==> config.mk <==
export PLATFORM = sky130hd
export DESIGN_NAME = distribute_in_multimode_flat
export DESIGN_NICKNAME = d
export VERILOG_FILES = /design/src/rtl/distribute_in_multimode_pkg.sv /design/src/rtl/distribute_in_multimode_if.sv /design/src/rtl/distribute_in_multimode_lane_out_reg.sv /design/src/rtl/distribute_in_multimode.sv /design/src/flat_wrapper.sv
export SDC_FILE = /design/constraint.sdc
export NUM_CORES = 1
export LEC_CHECK = 0
export CAP_MARGIN = 20
export CORE_MARGIN = 1.5
export CORE_UTILIZATION = 40
export CTS_CLUSTER_SIZE = 40
export DETAILED_ROUTE_END_ITERATION = 16
export PLACE_DENSITY = 0.73
export REMOVE_ABC_BUFFERS = 1
export SLEW_MARGIN = 20
export SYNTH_ARGS = -nofsm -noshare
export SYNTH_HDL_FRONTEND = slang
export SYNTH_SLANG_ARGS = --single-unit
==> constraint.sdc <==
create_clock -name clk -period 2.5 [get_ports clk]
set_input_delay 0.375 -clock clk [delete_from_list [all_inputs] [get_ports clk]]
set_output_delay 0.375 -clock clk [all_outputs]
set_load 0.005 [all_outputs]
==> src/rtl/distribute_in_multimode_pkg.sv <==
// rtl/distribute_in_multimode_pkg.sv - shared mode/state encodings and counter width helper
package distribute_in_multimode_pkg;

  typedef enum logic [1:0] {
    MODE_BCAST = 2'd0,
    MODE_1TO1  = 2'd1,
    MODE_RR    = 2'd2
  } mode_e;

  typedef enum logic [1:0] {
    IDLE  = 2'd0,
    RUN   = 2'd1,
    DRAIN = 2'd2
  } state_e;

  // Counters must hold num_iters*num_reads_per_iter at its maximum.
  function automatic int cnt_width(input int log_iters, input int log_reads);
    return log_iters + log_reads;
  endfunction

endpackage

==> src/rtl/distribute_in_multimode_if.sv <==
// rtl/distribute_in_multimode_if.sv - activation/weight stream bundle between readers, distributor and lanes
interface distribute_in_multimode_if #(
  parameter int NUM_DATA_INPUTS  = 4,
  parameter int NUM_DATA_OUTPUTS = 4,
  parameter int GROUP_SIZE       = 2,
  parameter int DATA_WIDTH       = 8
);
  localparam int AW = GROUP_SIZE * DATA_WIDTH;

  logic [NUM_DATA_INPUTS*AW-1:0]          act_data_in;
  logic [NUM_DATA_INPUTS-1:0]             act_valid_in;
  logic [NUM_DATA_INPUTS-1:0]             act_avail_out;
  logic [NUM_DATA_OUTPUTS*DATA_WIDTH-1:0] weights_data_in;
  logic                                   weights_valid_in;
  logic                                   weights_avail_out;
  logic [NUM_DATA_OUTPUTS*AW-1:0]         data_out;
  logic [NUM_DATA_OUTPUTS-1:0]            valid_out;
  logic [NUM_DATA_OUTPUTS-1:0]            avail_in;
  logic [NUM_DATA_OUTPUTS*DATA_WIDTH-1:0] weights_data_out;
  logic [NUM_DATA_OUTPUTS-1:0]            weights_valid_out;
  logic [NUM_DATA_OUTPUTS-1:0]            weights_avail_in;

  modport master (
    output act_data_in, act_valid_in, weights_data_in, weights_valid_in, avail_in, weights_avail_in,
    input  act_avail_out, weights_avail_out, data_out, valid_out, weights_data_out, weights_valid_out
  );

  modport slave (
    input  act_data_in, act_valid_in, weights_data_in, weights_valid_in, avail_in, weights_avail_in,
    output act_avail_out, weights_avail_out, data_out, valid_out, weights_data_out, weights_valid_out
  );
endinterface

==> src/rtl/distribute_in_multimode_lane_out_reg.sv <==
// rtl/distribute_in_multimode_lane_out_reg.sv - one-entry valid/avail output register for a single lane
module distribute_in_multimode_lane_out_reg #(
  parameter int WIDTH = 8
) (
  input  logic             clk,
  input  logic             rst,
  input  logic             clear,
  input  logic             load,
  input  logic [WIDTH-1:0] din,
  input  logic             avail,
  output logic [WIDTH-1:0] dout,
  output logic             valid,
  output logic             free
);
  // Free when empty or being drained this cycle, so back-to-back words see no bubble.
  assign free = !valid || avail;

  always_ff @(posedge clk or negedge rst) begin
    if (!rst) begin
      valid <= 1'b0;
      dout  <= '0;
    end else if (clear) begin
      valid <= 1'b0;
    end else if (load) begin
      valid <= 1'b1;
      dout  <= din;
    end else if (avail) begin
      valid <= 1'b0;
    end
  end
endmodule

==> src/rtl/distribute_in_multimode.sv <==
// rtl/distribute_in_multimode.sv - activation/weight distributor: mode routing, run counters and FSM
module distribute_in_multimode
  import distribute_in_multimode_pkg::*;
#(
  parameter int NUM_DATA_INPUTS        = 4,
  parameter int NUM_DATA_OUTPUTS       = 4,
  parameter int GROUP_SIZE             = 2,
  parameter int DATA_WIDTH             = 8,
  parameter int LOG_MAX_ITERS          = 4,
  parameter int LOG_MAX_READS_PER_ITER = 8
) (
  input  logic                              clk,
  input  logic                              rst,
  input  logic                              configure,
  input  logic [1:0]                        conf_mode,
  input  logic [LOG_MAX_ITERS-1:0]          num_iters,
  input  logic [LOG_MAX_READS_PER_ITER-1:0] num_reads_per_iter,
  distribute_in_multimode_if.slave          bus,
  output logic                              done
);
  localparam int NI   = NUM_DATA_INPUTS;
  localparam int NO   = NUM_DATA_OUTPUTS;
  localparam int AW   = GROUP_SIZE * DATA_WIDTH;
  localparam int CW   = cnt_width(LOG_MAX_ITERS, LOG_MAX_READS_PER_ITER);
  localparam int NMIN = (NI < NO) ? NI : NO;
  localparam int PW   = (NO > 1) ? $clog2(NO) : 1;

  state_e          state, state_nxt;
  mode_e           mode_q;
  logic [CW-1:0]   total_q, cfg_total, wt_cnt;
  logic [CW-1:0]   act_cnt [NI];
  logic [PW-1:0]   rr_ptr;
  logic [NI-1:0]   act_active, act_left, act_avail, act_xfer;
  logic [NO-1:0]   slot_free, wslot_free, lane_load;
  logic [AW-1:0]   lane_din [NO];
  logic            run_ok, wt_avail, wt_xfer, all_counted, all_empty;

  assign cfg_total = {{(CW-LOG_MAX_ITERS){1'b0}}, num_iters} *
                     {{(CW-LOG_MAX_READS_PER_ITER){1'b0}}, num_reads_per_iter};

  // A same-cycle configure suppresses every handshake so no word is half-accepted.
  assign run_ok    = (state == RUN) && !configure;
  assign all_empty = ~|bus.valid_out && ~|bus.weights_valid_out;

  always_comb begin
    act_avail = '0;
    for (int i = 0; i < NI; i++) begin
      act_active[i] = (mode_q == MODE_1TO1) ? (i < NMIN) : (i == 0);
      act_left[i]   = (act_cnt[i] != total_q);
    end
    if (run_ok) begin
      case (mode_q)
        MODE_1TO1: for (int i = 0; i < NMIN; i++) act_avail[i] = act_left[i] && slot_free[i];
        MODE_RR:   act_avail[0] = act_left[0] && slot_free[rr_ptr];
        default:   act_avail[0] = act_left[0] && (&slot_free);
      endcase
    end
  end

  assign act_xfer              = act_avail & bus.act_valid_in;
  assign wt_avail              = run_ok && (wt_cnt != total_q) && (&wslot_free);
  assign wt_xfer               = wt_avail && bus.weights_valid_in;
  assign bus.act_avail_out     = act_avail;
  assign bus.weights_avail_out = wt_avail;

  always_comb begin
    for (int l = 0; l < NO; l++) begin
      lane_load[l] = 1'b0;
      lane_din[l]  = bus.act_data_in[0 +: AW];
      case (mode_q)
        MODE_1TO1: if (l < NMIN) begin
          lane_load[l] = act_xfer[l];
          lane_din[l]  = bus.act_data_in[l*AW +: AW];
        end
        MODE_RR:   lane_load[l] = act_xfer[0] && (rr_ptr == PW'(l));
        default:   lane_load[l] = act_xfer[0];
      endcase
    end
  end

  for (genvar l = 0; l < NO; l++) begin : g_lane
    distribute_in_multimode_lane_out_reg #(.WIDTH(AW)) u_act (
      .clk   (clk),
      .rst   (rst),
      .clear (configure),
      .load  (lane_load[l]),
      .din   (lane_din[l]),
      .avail (bus.avail_in[l]),
      .dout  (bus.data_out[l*AW +: AW]),
      .valid (bus.valid_out[l]),
      .free  (slot_free[l])
    );
    distribute_in_multimode_lane_out_reg #(.WIDTH(DATA_WIDTH)) u_wt (
      .clk   (clk),
      .rst   (rst),
      .clear (configure),
      .load  (wt_xfer),
      .din   (bus.weights_data_in[l*DATA_WIDTH +: DATA_WIDTH]),
      .avail (bus.weights_avail_in[l]),
      .dout  (bus.weights_data_out[l*DATA_WIDTH +: DATA_WIDTH]),
      .valid (bus.weights_valid_out[l]),
      .free  (wslot_free[l])
    );
  end

  always_ff @(posedge clk or negedge rst) begin
    if (!rst) begin
      mode_q  <= MODE_BCAST;
      total_q <= '0;
      wt_cnt  <= '0;
      rr_ptr  <= '0;
      for (int i = 0; i < NI; i++) act_cnt[i] <= '0;
    end else if (configure) begin
      mode_q  <= (conf_mode == 2'd3) ? MODE_BCAST : mode_e'(conf_mode);
      total_q <= cfg_total;
      wt_cnt  <= '0;
      rr_ptr  <= '0;
      for (int i = 0; i < NI; i++) act_cnt[i] <= '0;
    end else begin
      for (int i = 0; i < NI; i++) if (act_xfer[i]) act_cnt[i] <= act_cnt[i] + CW'(1);
      if (wt_xfer) wt_cnt <= wt_cnt + CW'(1);
      if (mode_q == MODE_RR && act_xfer[0])
        rr_ptr <= (rr_ptr == PW'(NO - 1)) ? '0 : rr_ptr + PW'(1);
    end
  end

  always_comb begin
    all_counted = (wt_cnt == total_q);
    for (int i = 0; i < NI; i++) if (act_active[i] && act_left[i]) all_counted = 1'b0;
  end

  always_ff @(posedge clk or negedge rst) begin
    if (!rst) state <= IDLE;
    else      state <= state_nxt;
  end

  always_comb begin
    state_nxt = state;
    done      = 1'b0;
    case (state)
      RUN:     if (all_counted) state_nxt = DRAIN;
      DRAIN:   if (all_empty) begin
        state_nxt = IDLE;
        done      = 1'b1;
      end
      default: state_nxt = state;
    endcase
    // An empty run skips RUN; a configure during a run abandons it without a done.
    if (configure) begin
      state_nxt = (cfg_total == '0) ? DRAIN : RUN;
      done      = 1'b0;
    end
  end
endmodule

==> src/flat_wrapper.sv <==
// flat-port wrapper written by rule: the top's interface ports become plain ports
module distribute_in_multimode_flat import distribute_in_multimode_pkg::*;
#(
  parameter int NUM_DATA_INPUTS        = 4,
  parameter int NUM_DATA_OUTPUTS       = 4,
  parameter int GROUP_SIZE             = 2,
  parameter int DATA_WIDTH             = 8,
  parameter int LOG_MAX_ITERS          = 4,
  parameter int LOG_MAX_READS_PER_ITER = 8
)
  (clk, rst, configure, conf_mode, num_iters, num_reads_per_iter, done, bus_act_data_in, bus_act_valid_in, bus_weights_data_in, bus_weights_valid_in, bus_avail_in, bus_weights_avail_in, bus_act_avail_out, bus_weights_avail_out, bus_data_out, bus_valid_out, bus_weights_data_out, bus_weights_valid_out);
  distribute_in_multimode_if #(.NUM_DATA_INPUTS(NUM_DATA_INPUTS), .NUM_DATA_OUTPUTS(NUM_DATA_OUTPUTS), .GROUP_SIZE(GROUP_SIZE), .DATA_WIDTH(DATA_WIDTH)) bus_i ();
  input  logic clk;
  input  logic rst;
  input  logic configure;
  input  logic [1:0] conf_mode;
  input  logic [LOG_MAX_ITERS-1:0] num_iters;
  input  logic [LOG_MAX_READS_PER_ITER-1:0] num_reads_per_iter;
  output logic done;
  input wire logic [$bits(bus_i.act_data_in)-1:0] bus_act_data_in;
  input wire logic [$bits(bus_i.act_valid_in)-1:0] bus_act_valid_in;
  input wire logic [$bits(bus_i.weights_data_in)-1:0] bus_weights_data_in;
  input wire logic [$bits(bus_i.weights_valid_in)-1:0] bus_weights_valid_in;
  input wire logic [$bits(bus_i.avail_in)-1:0] bus_avail_in;
  input wire logic [$bits(bus_i.weights_avail_in)-1:0] bus_weights_avail_in;
  output wire logic [$bits(bus_i.act_avail_out)-1:0] bus_act_avail_out;
  output wire logic [$bits(bus_i.weights_avail_out)-1:0] bus_weights_avail_out;
  output wire logic [$bits(bus_i.data_out)-1:0] bus_data_out;
  output wire logic [$bits(bus_i.valid_out)-1:0] bus_valid_out;
  output wire logic [$bits(bus_i.weights_data_out)-1:0] bus_weights_data_out;
  output wire logic [$bits(bus_i.weights_valid_out)-1:0] bus_weights_valid_out;
  assign bus_i.act_data_in = bus_act_data_in;
  assign bus_i.act_valid_in = bus_act_valid_in;
  assign bus_i.weights_data_in = bus_weights_data_in;
  assign bus_i.weights_valid_in = bus_weights_valid_in;
  assign bus_i.avail_in = bus_avail_in;
  assign bus_i.weights_avail_in = bus_weights_avail_in;
  assign bus_act_avail_out = bus_i.act_avail_out;
  assign bus_weights_avail_out = bus_i.weights_avail_out;
  assign bus_data_out = bus_i.data_out;
  assign bus_valid_out = bus_i.valid_out;
  assign bus_weights_data_out = bus_i.weights_data_out;
  assign bus_weights_valid_out = bus_i.weights_valid_out;
  distribute_in_multimode #(.NUM_DATA_INPUTS(NUM_DATA_INPUTS), .NUM_DATA_OUTPUTS(NUM_DATA_OUTPUTS), .GROUP_SIZE(GROUP_SIZE), .DATA_WIDTH(DATA_WIDTH), .LOG_MAX_ITERS(LOG_MAX_ITERS), .LOG_MAX_READS_PER_ITER(LOG_MAX_READS_PER_ITER)) u_core (.clk(clk), .rst(rst), .configure(configure), .conf_mode(conf_mode), .num_iters(num_iters), .num_reads_per_iter(num_reads_per_iter), .bus(bus_i), .done(done));
endmodule
======== Word level (Yosys, flattened, before mapping) ========
Index checks and enable logic that the tools add are counted.
word-level totals
  register bits after elaboration ......... 182
  input port bits ......................... 126
  output and inout port bits .............. 110
  word-level logic and storage cells ...... 176
cells by class
  add/subtract/negate cells ............... 6
  multipliers ............................. 1
  $lt $le $gt $ge ......................... 1
  eq/ne operators ......................... 16
  muxes and demuxes ....................... 60
  bitwise gates (word level) .............. 2
  reductions and logical operators ........ 65
operators by type and width
  cell                     number
  $mux W12                 6
  $add A12 B1 Y12 const B  5
  $ne A12 B12 Y1           5
  $mux W16                 3
  $mux W48                 1
  $mux W1                  34
  $reduce_bool A3 Y1       9
  $logic_and A1 B1 Y1      19
  $mux W2                  8
  $eq A12 B12 Y1           1
  $logic_not A12 Y1        1
  $mul A4 B8 Y12           1
  $reduce_bool A2 Y1       6
  $logic_not A1 Y1         11
  $eq A2 B2 Y1 const B     5
  $reduce_and A2 Y1        5
  $logic_or A1 B1 Y1       8
  $pmux W1 S2              4
  $reduce_and A4 Y1        2
  $reduce_or A4 Y1         2
  $eq A2 B1 Y1 const B     3
  $ne A3 B2 Y1 const B     2
  $and A4 B4 Y4            1
  $mux W4                  1
  8 further kinds          8

======== Depth between registers and ports, before layout ========
Gate-level depths: netlist (run 1).
  depth after elaboration ................. 12
  depth in mapped cells ................... 14
  gate-level depth less buffers ........... 13

======== Modules after synthesis ========
A second synthesis (run 1) with hierarchy kept.
second synthesis, totals
  cells, all modules ...................... 987
  area, all modules ....................... 10,492.6 um2
by module, submodules not included
  module                                                             times used  cells each  area each (um2)  seq. area each (um2)
  distribute_in_multimode                                            1           743         6,138.4          1,951.9
  distribute_in_multimode_lane_out_reg (u_core.g_lane[0].u_act ...)  4           39          703.2            425.4
  distribute_in_multimode_lane_out_reg (u_core.g_lane[0].u_wt ...)   4           22          385.4            225.2

======== Least setup slack after synthesis (run 1) ========
Ideal clock, no wire load.
  path type ............................... input to register
  start ................................... input port num_reads_per_iter[3]
  end ..................................... register u_core.state[0]
  setup time .............................. 0.140 ns
  arrival ................................. 3.246 ns
  required time ........................... 2.360 ns
  path slack .............................. -0.886 ns
  cell stages on the path ................. 12
  path buffers ............................ 1
  path through ............................ and2_1 fa_1 fa_1 ha_1 clkbuf_1 a21o_1 a31oi_1 a32o_1 mux2_2 nand3_1 o41ai_1 o21ai_1
on the way
  word-level cells in the longest chain between the ends .. 4
RTL lines
  what                  RTL line                        text
  from (decl)           flat_wrapper.sv:18              input logic [LOG_MAX_READS_PER_ITER-1:0] num_reads_per_iter;
  $mul A4 B8 Y12        distribute_in_multimode.sv:38   assign cfg_total = {{(CW-LOG_MAX_ITERS){1'b0}}, num_iters} *
  $logic_not A12 Y1     distribute_in_multimode.sv:150  state_nxt = (cfg_total == '0) ? DRAIN : RUN;
  $mux W2               distribute_in_multimode.sv:150
  $mux W2               distribute_in_multimode.sv:149  if (configure) begin
  to (signal assigned)  distribute_in_multimode.sv:134  else state <= state_nxt;
  to (decl)             distribute_in_multimode.sv:28   state_e state, state_nxt;
No other way between the ends.
A chain may end at the register's enable or synchronous reset.

======== Worst setup path after layout (run 1) ========
  start ................................... input port num_iters[1]
  end ..................................... register u_core.state[1]
on the way
  word-level cells in the longest chain between the ends .. 4
RTL lines
  what               RTL line                        text
  from (decl)        flat_wrapper.sv:17              input logic [LOG_MAX_ITERS-1:0] num_iters;
  $mul A4 B8 Y12     distribute_in_multimode.sv:38
  $logic_not A12 Y1  distribute_in_multimode.sv:150
  $mux W2            distribute_in_multimode.sv:150
  $mux W2            distribute_in_multimode.sv:149
No other way between the ends.

==> impl_metrics.json, run 1 <==
{
  "postSynthCellCount": 982,
  "maximum_ir_drop_on_the_vdd_rail_uv": 538,
  "most-common-layout-cells": "clkdlybuf4s50_1 (217), dfrtp_1 (170), nor2_1 (98)",
  "drt.antenna.violating_nets": 0,
  "worstSetupPathType": "in -> reg",
  "hpwlAfterDp_um": 19500,
  "design.portCount": 236,
  "worst_setup_hold_path_clk_slew_ps": 80,
  "reg2regPathDepth": 10,
  "drcViolationCount": 0,
  "leakagePower_nw": 6.01,
  "timing.clock.skew_ps": 20.8,
  "detailedRoute.firstPassIterationCount": 5,
  "synth.avg_cell_area_um2": 9.96,
  "fmaxAchievable_ghz": 0.323,
  "layout_commonest_cell": "clkdlybuf4s50_1",
  "synth_top_flop_cell": "dfrtp_1",
  "rsz0062_at_grt": "true",
  "worstHoldEndpoint": "u_core.g_lane[1].u_act.valid$_DFFE_PN0P_",
  "timing.rr.start": "u_core.mode_q[0]$_DFFE_PN0P_",
  "worst_reg2reg_endpoint": "u_core.act_cnt[45]$_DFFE_PN0P_",
  "cp_cell_sequence": "buf_8, nand2_4, fa_1, fa_1, inv_2, fa_2, a21o_1, a21oi_2, buf_4, o21bai_1, a21oi_2, xnor2_2, o41ai_2, buf_4, o21a_1",
  "syn-cell-area_um2": 9780,
  "drt_iter0_markers": 465,
  "vias_per_cell": 5.16,
  "grt_pass1_vias": 8668,
  "violations": "negative setup slack",
  "port_buffers": 235,
  "gp_congestion": 0.822,
  "synth-async-reset-ratio_pct": 100,
  "grt_start_max_net_pins": 72,
  "synth.ff_latch_count": 182,
  "die_width_um": 159,
  "min_from": "configure",
  "worst_slew_margin_rel_pct": 47.1,
  "start_util_pct": 40.5,
  "drt_wl_total_um": 27700,
  "regToRegSetupSlack_ps": 80,
  "worst-endpoint-required_ps": 2870,
  "root_buffer": "clkbuf_16",
  "die_h_um": 159,
  "setup-violations-final": 9,
  "fin_ws_ps": -592,
  "final.min_clock_period_ps": 3090,
  "internal_power_mw": 7.73,
  "worstSkewPairLatency_ps": 440,
  "cpPeakStageDelay_ps": 560,
  "timing_max_transition_violations_final": 0,
  "maxCapViolations": 0,
  "hold_path_class": "in -> reg",
  "detail_route.wl_per_cell_um": 17.1,
  "cp.arrival_ps": 3460,
  "timing.critical_path.from_type": "input port",
  "maximum_level_of_the_cts_h_tree": 4,
  "switching_share_pct": 31.3,
  "comb_power_share_pct": 36.6,
  "yosysSeqAreaShare_pct": 46.5,
  "power_frac_clock_pct": 25.1,
  "max-clock-path-buffers": 2,
  "grt_overflow_total": 0,
  "total_switching_power_mw": 3.52,
  "vias": 8352,
  "cts-buffers-inserted": 17,
  "power.share.sequential_pct": 38.2,
  "synth_enable_flop_cells": 0,
  "synthDistinctLibCells": 49,
  "critical_path.slowest_cell": "fa_1",
  "design.core.area_um2": 24200,
  "critical_path.max_fanout": 4,
  "final_nets": 1446,
  "flow.area_growth_from_synthesis_pct": 44.4,
  "fin_tns_setup_ps": -2780,
  "number_of_diodes_added_for_antenna_fixing": 0,
  "finalCritPeriodShare_pct": 124,
  "synthesis.yosys.warnings": 0,
  "cellPowerDensity_nw_per_um2": 796,
  "tritoncts_clock_tree": "done",
  "grt_use_total_pct": 22.2,
  "number_of_cells_traversed_by_the_worst_hold_path": 2,
  "critical_path.endpoint_type": "flip-flop",
  "run_status": "finished, violations left",
  "grt_first_pass_wirelength_um": 45000,
  "tightest_slew_ps": 794,
  "grt_antenna_before_repair": 0,
  "placement_rows": 57,
  "timing_hold_violations_final": 0,
  "cts.sink_count": 182,
  "pre_cts_ws_ps": -1760,
  "floorplan.die_area_um2": 25400,
  "layout-drive-gt1-share_pct": 18.5
}
## through the flow
| stage | instances | hold WS (ps) | cell area [µm²] | util, % | power (mW) |
|---|---|---|---|---|---|
| after floorplan | 923 | 79.4 | 9490 | - | 5.53 |
| after global placement | 1550 | 390 | 12800 | 53.1 | 7.87 |
| after detailed placement | 1550 | 396 | 12800 | 53.1 | 7.94 |
| after CTS | 1612 | 204 | 14000 | 57.8 | 11.1 |
| after global routing | 1618 | 216 | 14100 | 58.4 | 11.9 |
| final | 1618 | 224 | 14100 | 58.4 | 11.3 |
## timing repair
item,CTS,global route
gates resized for setup,122,34
endpoints found under the hold margin,56,0
gates cloned,0,0
pin swaps,52,23
endpoints found under the setup margin,16,32
hold buffers,1,0
buffers inserted,31,9
## critical path: cells and delay by family
kind	cells	cell delay, ps
XOR/XNOR	1	100
AND/OR/NAND/NOR	1	50
adder cells (fa/ha/maj)	3	1390
buffers and inverters	4	460
AO/OA/AOI/OAI	6	1100
## cell usage after synthesis (4+ instances only)
cell        n  area [µm²]
nand2_1    78         293
o31ai_1     4        30.0
a31oi_1    50         313
and2_1     28         175
mux2_1     49         552
dfrtp_1   182        4550
nor2_1     99         372
xnor2_1    49         429
o21bai_1    5        37.5
inv_1      43         161
ha_1       27         338
fa_1       12         240
mux2_2      9         101
nand3_1    27         135
xor2_1     54         473
nor3_1     22         110
a21oi_1    29         145
nand4_1    19         119
o21ai_0    25         125
nor4_1     19         119
and3_1      8        50.1
clkbuf_1   21        78.8
buf_2      27         135
nand2b_1   24         150
nand3b_1    6        45.0
buf_4       9        67.6
o21ai_1     7        35.0
or3_1      20         125
## state kept, by name, summed over array words and instances (netlist names)
| signal | count |
|---|---|
| u_core.act_cnt | 48 |
| u_core.g_lane.u_act.dout | 64 |
| u_core.g_lane.u_act.valid | 4 |
| u_core.g_lane.u_wt.dout | 32 |
| u_core.g_lane.u_wt.valid | 4 |
| u_core.mode_q | 2 |
| u_core.rr_ptr | 2 |
| u_core.state | 2 |
| u_core.total_q | 12 |
| u_core.wt_cnt | 12 |
## kinds of logic after synthesis
| family | after synthesis | synth area share (%) |
|---|---|---|
| flip-flops | 182 | 46.5 |
| buffers and inverters | 103 | 4.73 |
| adder cells (fa/ha/maj) | 39 | 5.91 |
| AO/OA/AOI/OAI | 136 | 8.45 |
| multiplexers | 62 | 7.21 |
| XOR/XNOR | 103 | 9.22 |
| AND/OR/NAND/NOR | 357 | 17.9 |
## layout make-up
| cell class | count | area (µm²) |
|---|---|---|
| repair buffers | 339 | 3250 |
| clock buffers | 17 | 425 |
| multi-input cells | 697 | 5100 |
| fillers | 2058 | 10000 |
| flip-flops and latches | 182 | 4570 |
| clock inverters | 15 | 205 |
| well taps | 324 | 405 |
| inverters | 44 | 166 |
## worst max-delay path by stage
stage	from	end	slack, ps	cells after the start
3_3_place_gp	num_iters[2]	u_core.state[0]$_DFFE_PN0P_	-1670	14
2_1_floorplan	u_core.mode_q[1]$_DFFE_PN0P_	u_core.g_lane[2].u_act.dout[0]$_DFFE_PN0P_	-1230	8
3_5_place_dp	num_iters[3]	u_core.state[0]$_DFFE_PN0P_	-1760	13
5_1_grt	num_iters[1]	u_core.state[1]$_DFFE_PN0P_	-710	15
6_report	num_iters[1]	u_core.state[1]$_DFFE_PN0P_	-590	15
4_1_cts	num_iters[1]	u_core.state[1]$_DFFE_PN0P_	-440	15
## power by group through the flow
stage                     Sequential (mW)  Clock, mW  Combinational [mW]
after floorplan                      4.28          0                1.25
after global placement               4.32          0                3.55
after detailed placement             4.35          0                3.59
after CTS                            4.30       2.89                3.95
after global routing                 4.39       3.03                4.46
final                                4.30       2.83                4.12
## metal layers
| layer | track usage (%) | up-vias | share of wire, % |
|---|---|---|---|
| met3 | 7.03 | 34 | 7.6 |
| met4 | 6.00 | 0 | 1.8 |
| met2 | 38.6 | 258 | 51 |
| met5 | 0 | - | 0 |
| li1 | - | 3943 | - |
| met1 | 26.4 | 4117 | 40 |
(Power assumes the default switching activity.)
==> run 2: changes to the inputs <==
--- a/config.mk
+++ b/config.mk
@@ -5,9 +5,10 @@
 export SDC_FILE = /design/constraint.sdc
 export NUM_CORES = 1
 export LEC_CHECK = 0
-export CAP_MARGIN = 20
+export CAP_MARGIN = 5
 export CORE_MARGIN = 1.5
 export CORE_UTILIZATION = 40
+export CTS_BUF_LIST = sky130_fd_sc_hd__clkbuf_16
 export CTS_CLUSTER_SIZE = 40
 export DETAILED_ROUTE_END_ITERATION = 16
 export PLACE_DENSITY = 0.73
==> results of run 2 <==
The final DEF is identical to that of run 1; final timing and power are the same.
==> run 3: changes to the inputs <==
--- a/config.mk
+++ b/config.mk
@@ -6,12 +6,15 @@
 export NUM_CORES = 1
 export LEC_CHECK = 0
 export CAP_MARGIN = 5
+export CELL_PAD_IN_SITES_DETAIL_PLACEMENT = 1
+export CELL_PAD_IN_SITES_GLOBAL_PLACEMENT = 2
+export CORE_ASPECT_RATIO = 1.2
 export CORE_MARGIN = 1.5
-export CORE_UTILIZATION = 40
+export CORE_UTILIZATION = 31
 export CTS_BUF_LIST = sky130_fd_sc_hd__clkbuf_16
 export CTS_CLUSTER_SIZE = 40
 export DETAILED_ROUTE_END_ITERATION = 16
-export PLACE_DENSITY = 0.73
+export PLACE_DENSITY = 0.87
 export REMOVE_ABC_BUFFERS = 1
 export SLEW_MARGIN = 20
 export SYNTH_ARGS = -nofsm -noshare
==> run 3 against run 2 <==
The flow still finishes with violations (negative setup slack). Critical endpoint unchanged. Sequential cell count is the same. Wire length grew 14%. Power shrank 2.5%. Largest power group unchanged. Combinational power shrank 5.3%.
==> impl_metrics.json, run 3 (synthesized netlist as in run 1, its figures left out) <==
{
  "run_status": "finished, violations left",
  "violations": "negative setup slack",
  "rsz0062_at_grt": "true",
  "drcViolationCount": 0,
  "die_h_um": 198,
  "worstSetupPathType": "in -> reg",
  "layout_commonest_cell": "clkdlybuf4s50_1",
  "cts-buffers-inserted": 17,
  "worst_hold_slack_ps": 237,
  "cp.arrival_ps": 3550,
  "timing_hold_violations_final": 0,
  "worst_reg2reg_endpoint": "u_core.rr_ptr[1]$_DFFE_PN0P_",
  "grt_antenna_before_repair": 0,
  "fmaxAchievable_ghz": 0.316,
  "design.portCount": 236,
  "critical_path.max_fanout": 4,
  "number_of_cells_traversed_by_the_worst_hold_path": 2,
  "cts.sink_count": 182,
  "maximum_level_of_the_cts_h_tree": 4,
  "timing.rr.start": "u_core.total_q[4]$_DFFE_PN0P_",
  "fin_tns_setup_ps": -4510,
  "largest-register": "u_core.g_lane.u_act.dout",
  "cp_cell_sequence": "buf_8, and2_4, fa_1, inv_2, fa_1, inv_2, ha_4, a21o_4, a21oi_4, buf_6, o21bai_4, a21oi_4, xnor2_2, o41ai_2, buf_4, o21a_1",
  "vias_per_cell": 4.96,
  "critical_path.endpoint_type": "flip-flop",
  "grt_first_pass_wirelength_um": 50400,
  "layout-drive-gt1-share_pct": 15.2,
  "biggestRegsByFlops": "u_core.g_lane.u_act.dout (64), u_core.act_cnt (48), u_core.g_lane.u_wt.dout (32)",
  "fin_util_pct": 44.7,
  "detailedRoute.firstPassIterationCount": 4,
  "setup-violations-final": 14,
  "maximum_ir_drop_on_the_vdd_rail_uv": 488,
  "tightest_slew_ps": 634,
  "most-common-layout-cells": "clkdlybuf4s50_1 (221), dfrtp_1 (177), nor2_1 (97)",
  "drt.antenna.violating_nets": 0,
  "critical_path.slowest_cell": "fa_1",
  "number_of_diodes_added_for_antenna_fixing": 0,
  "fin_ws_ps": -670,
  "reg2regPathDepth": 8,
  "number_of_flip_flops_in_the_largest_register": 64,
  "drt_wl_total_um": 31400,
  "final_area_um2": 13900,
  "critical_path.top_delay_family": "adder cells",
  "finalCritPeriodShare_pct": 127,
  "drt_iter0_markers": 243,
  "grt_overflow_total": 0,
  "design.core.area_um2": 31200,
  "timing.critical_path.from_type": "input port",
  "min_from": "configure",
  "grt_start_max_net_pins": 71,
  "final.min_clock_period_ps": 3170,
  "die_width_um": 165,
  "tritoncts_clock_tree": "done",
  "hold_path_class": "in -> reg",
  "gp_congestion": 0.810,
  "grt_pass1_vias": 9287,
  "hpwlAfterDp_um": 23500,
  "pre_cts_ws_ps": -1790,
  "detail_route.wl_per_cell_um": 18.8,
  "regToRegSetupSlack_ps": 60,
  "leakagePower_nw": 5.88,
  "port_buffers": 235,
  "grt_use_total_pct": 20.2,
  "cpPeakStageDelay_ps": 560,
  "timing.clock.skew_ps": 20.1,
  "worst_slew_margin_rel_pct": 57.8,
  "placed_cells_incl_taps": 1628,
  "final_nets": 1420,
  "root_buffer": "clkbuf_16",
  "max-clock-path-buffers": 2,
  "flow.area_growth_from_synthesis_pct": 42.3,
  "worst_setup_hold_path_clk_slew_ps": 70,
  "place_area_um2": 12900,
  "finalPower_mw": 11.0,
  "path_buf_inv": 5,
  "maxCapViolations": 0,
  "worstSkewPairLatency_ps": 450,
  "placement_rows": 71,
  "worst-endpoint-required_ps": 2880,
  "fin_cells": 1669,
  "worstHoldEndpoint": "u_core.act_cnt[37]$_DFFE_PN0P_",
  "timing_max_transition_violations_final": 0,
  "start_util_pct": 31.4,
  "cellPowerDensity_nw_per_um2": 788,
  "vias": 8283,
  "floorplan.die_area_um2": 32600
}
## run 3: cell count changes in the layout (fill, tap and decap cells not counted), moves of 5 or more
cell	before	now
nor4_1	13	18
inv_2	10	4
inv_1	33	39
nor4_2	6	1
buf_4	85	63
dfrtp_1	170	177
dfrtp_2	12	5
## run 3: how the worst max path moves through the flow
stage | start | to | slack (ps) | cells after the start
after floorplan | u_core.mode_q[1]$_DFFE_PN0P_ | u_core.g_lane[2].u_act.dout[0]$_DFFE_PN0P_ | -1230 | 8
after global placement | num_iters[2] | u_core.state[0]$_DFFE_PN0P_ | -1720 | 14
after CTS | num_iters[1] | u_core.state[0]$_DFFE_PN0P_ | -570 | 15
after global routing | num_iters[1] | u_core.state[0]$_DFFE_PN0P_ | -770 | 16
after detailed placement | num_iters[2] | u_core.state[0]$_DFFE_PN0P_ | -1790 | 14
final | num_iters[1] | u_core.state[1]$_DFFE_PN0P_ | -670 | 16
## run 3: routing by layer
| metal | global-route usage, % | wire length (µm) | vias to the layer above |
|---|---|---|---|
| li1 | - | - | 3881 |
| met1 | 22.6 | 11900 | 4115 |
| met2 | 34.8 | 15800 | 242 |
| met3 | 7.41 | 2910 | 45 |
| met4 | 7.17 | 786 | 0 |
| met5 | 0 | 0 | - |
## run 3: repair_timing
item                                   CTS  global route
setup endpoints to repair               17            54
pin swaps                               32            25
setup buffers                            8             5
endpoints found under the hold margin   66             0
gates resized for setup                105            22
hold buffers                             1             0
## run 3: power by group
group | total [mW] | switching (mW) | internal (mW)
registers | 4.36 | 0.665 | 3.69
logic | 3.90 | 1.52 | 2.39
clock network | 2.71 | 1.30 | 1.41
## run 3: worst reg2reg max path: cells and delay by family (launching register included)
| kind | cells | cell delay (ps) |
|---|---|---|
| AND/OR/NAND/NOR | 4 | 820 |
| multiplexers | 1 | 320 |
| XOR/XNOR | 1 | 250 |
| buffers and inverters | 2 | 390 |
| flip-flops | 1 | 560 |
## run 3: layout make-up
class	instances	area (µm²)
Inverter	44	166
Tap cell	401	502
Multi-Input combinational cell	697	5060
Fill cell	3479	17300
Timing Repair Buffer	313	3050
Clock buffer	17	425
Sequential cell	182	4560
Clock inverter	15	163
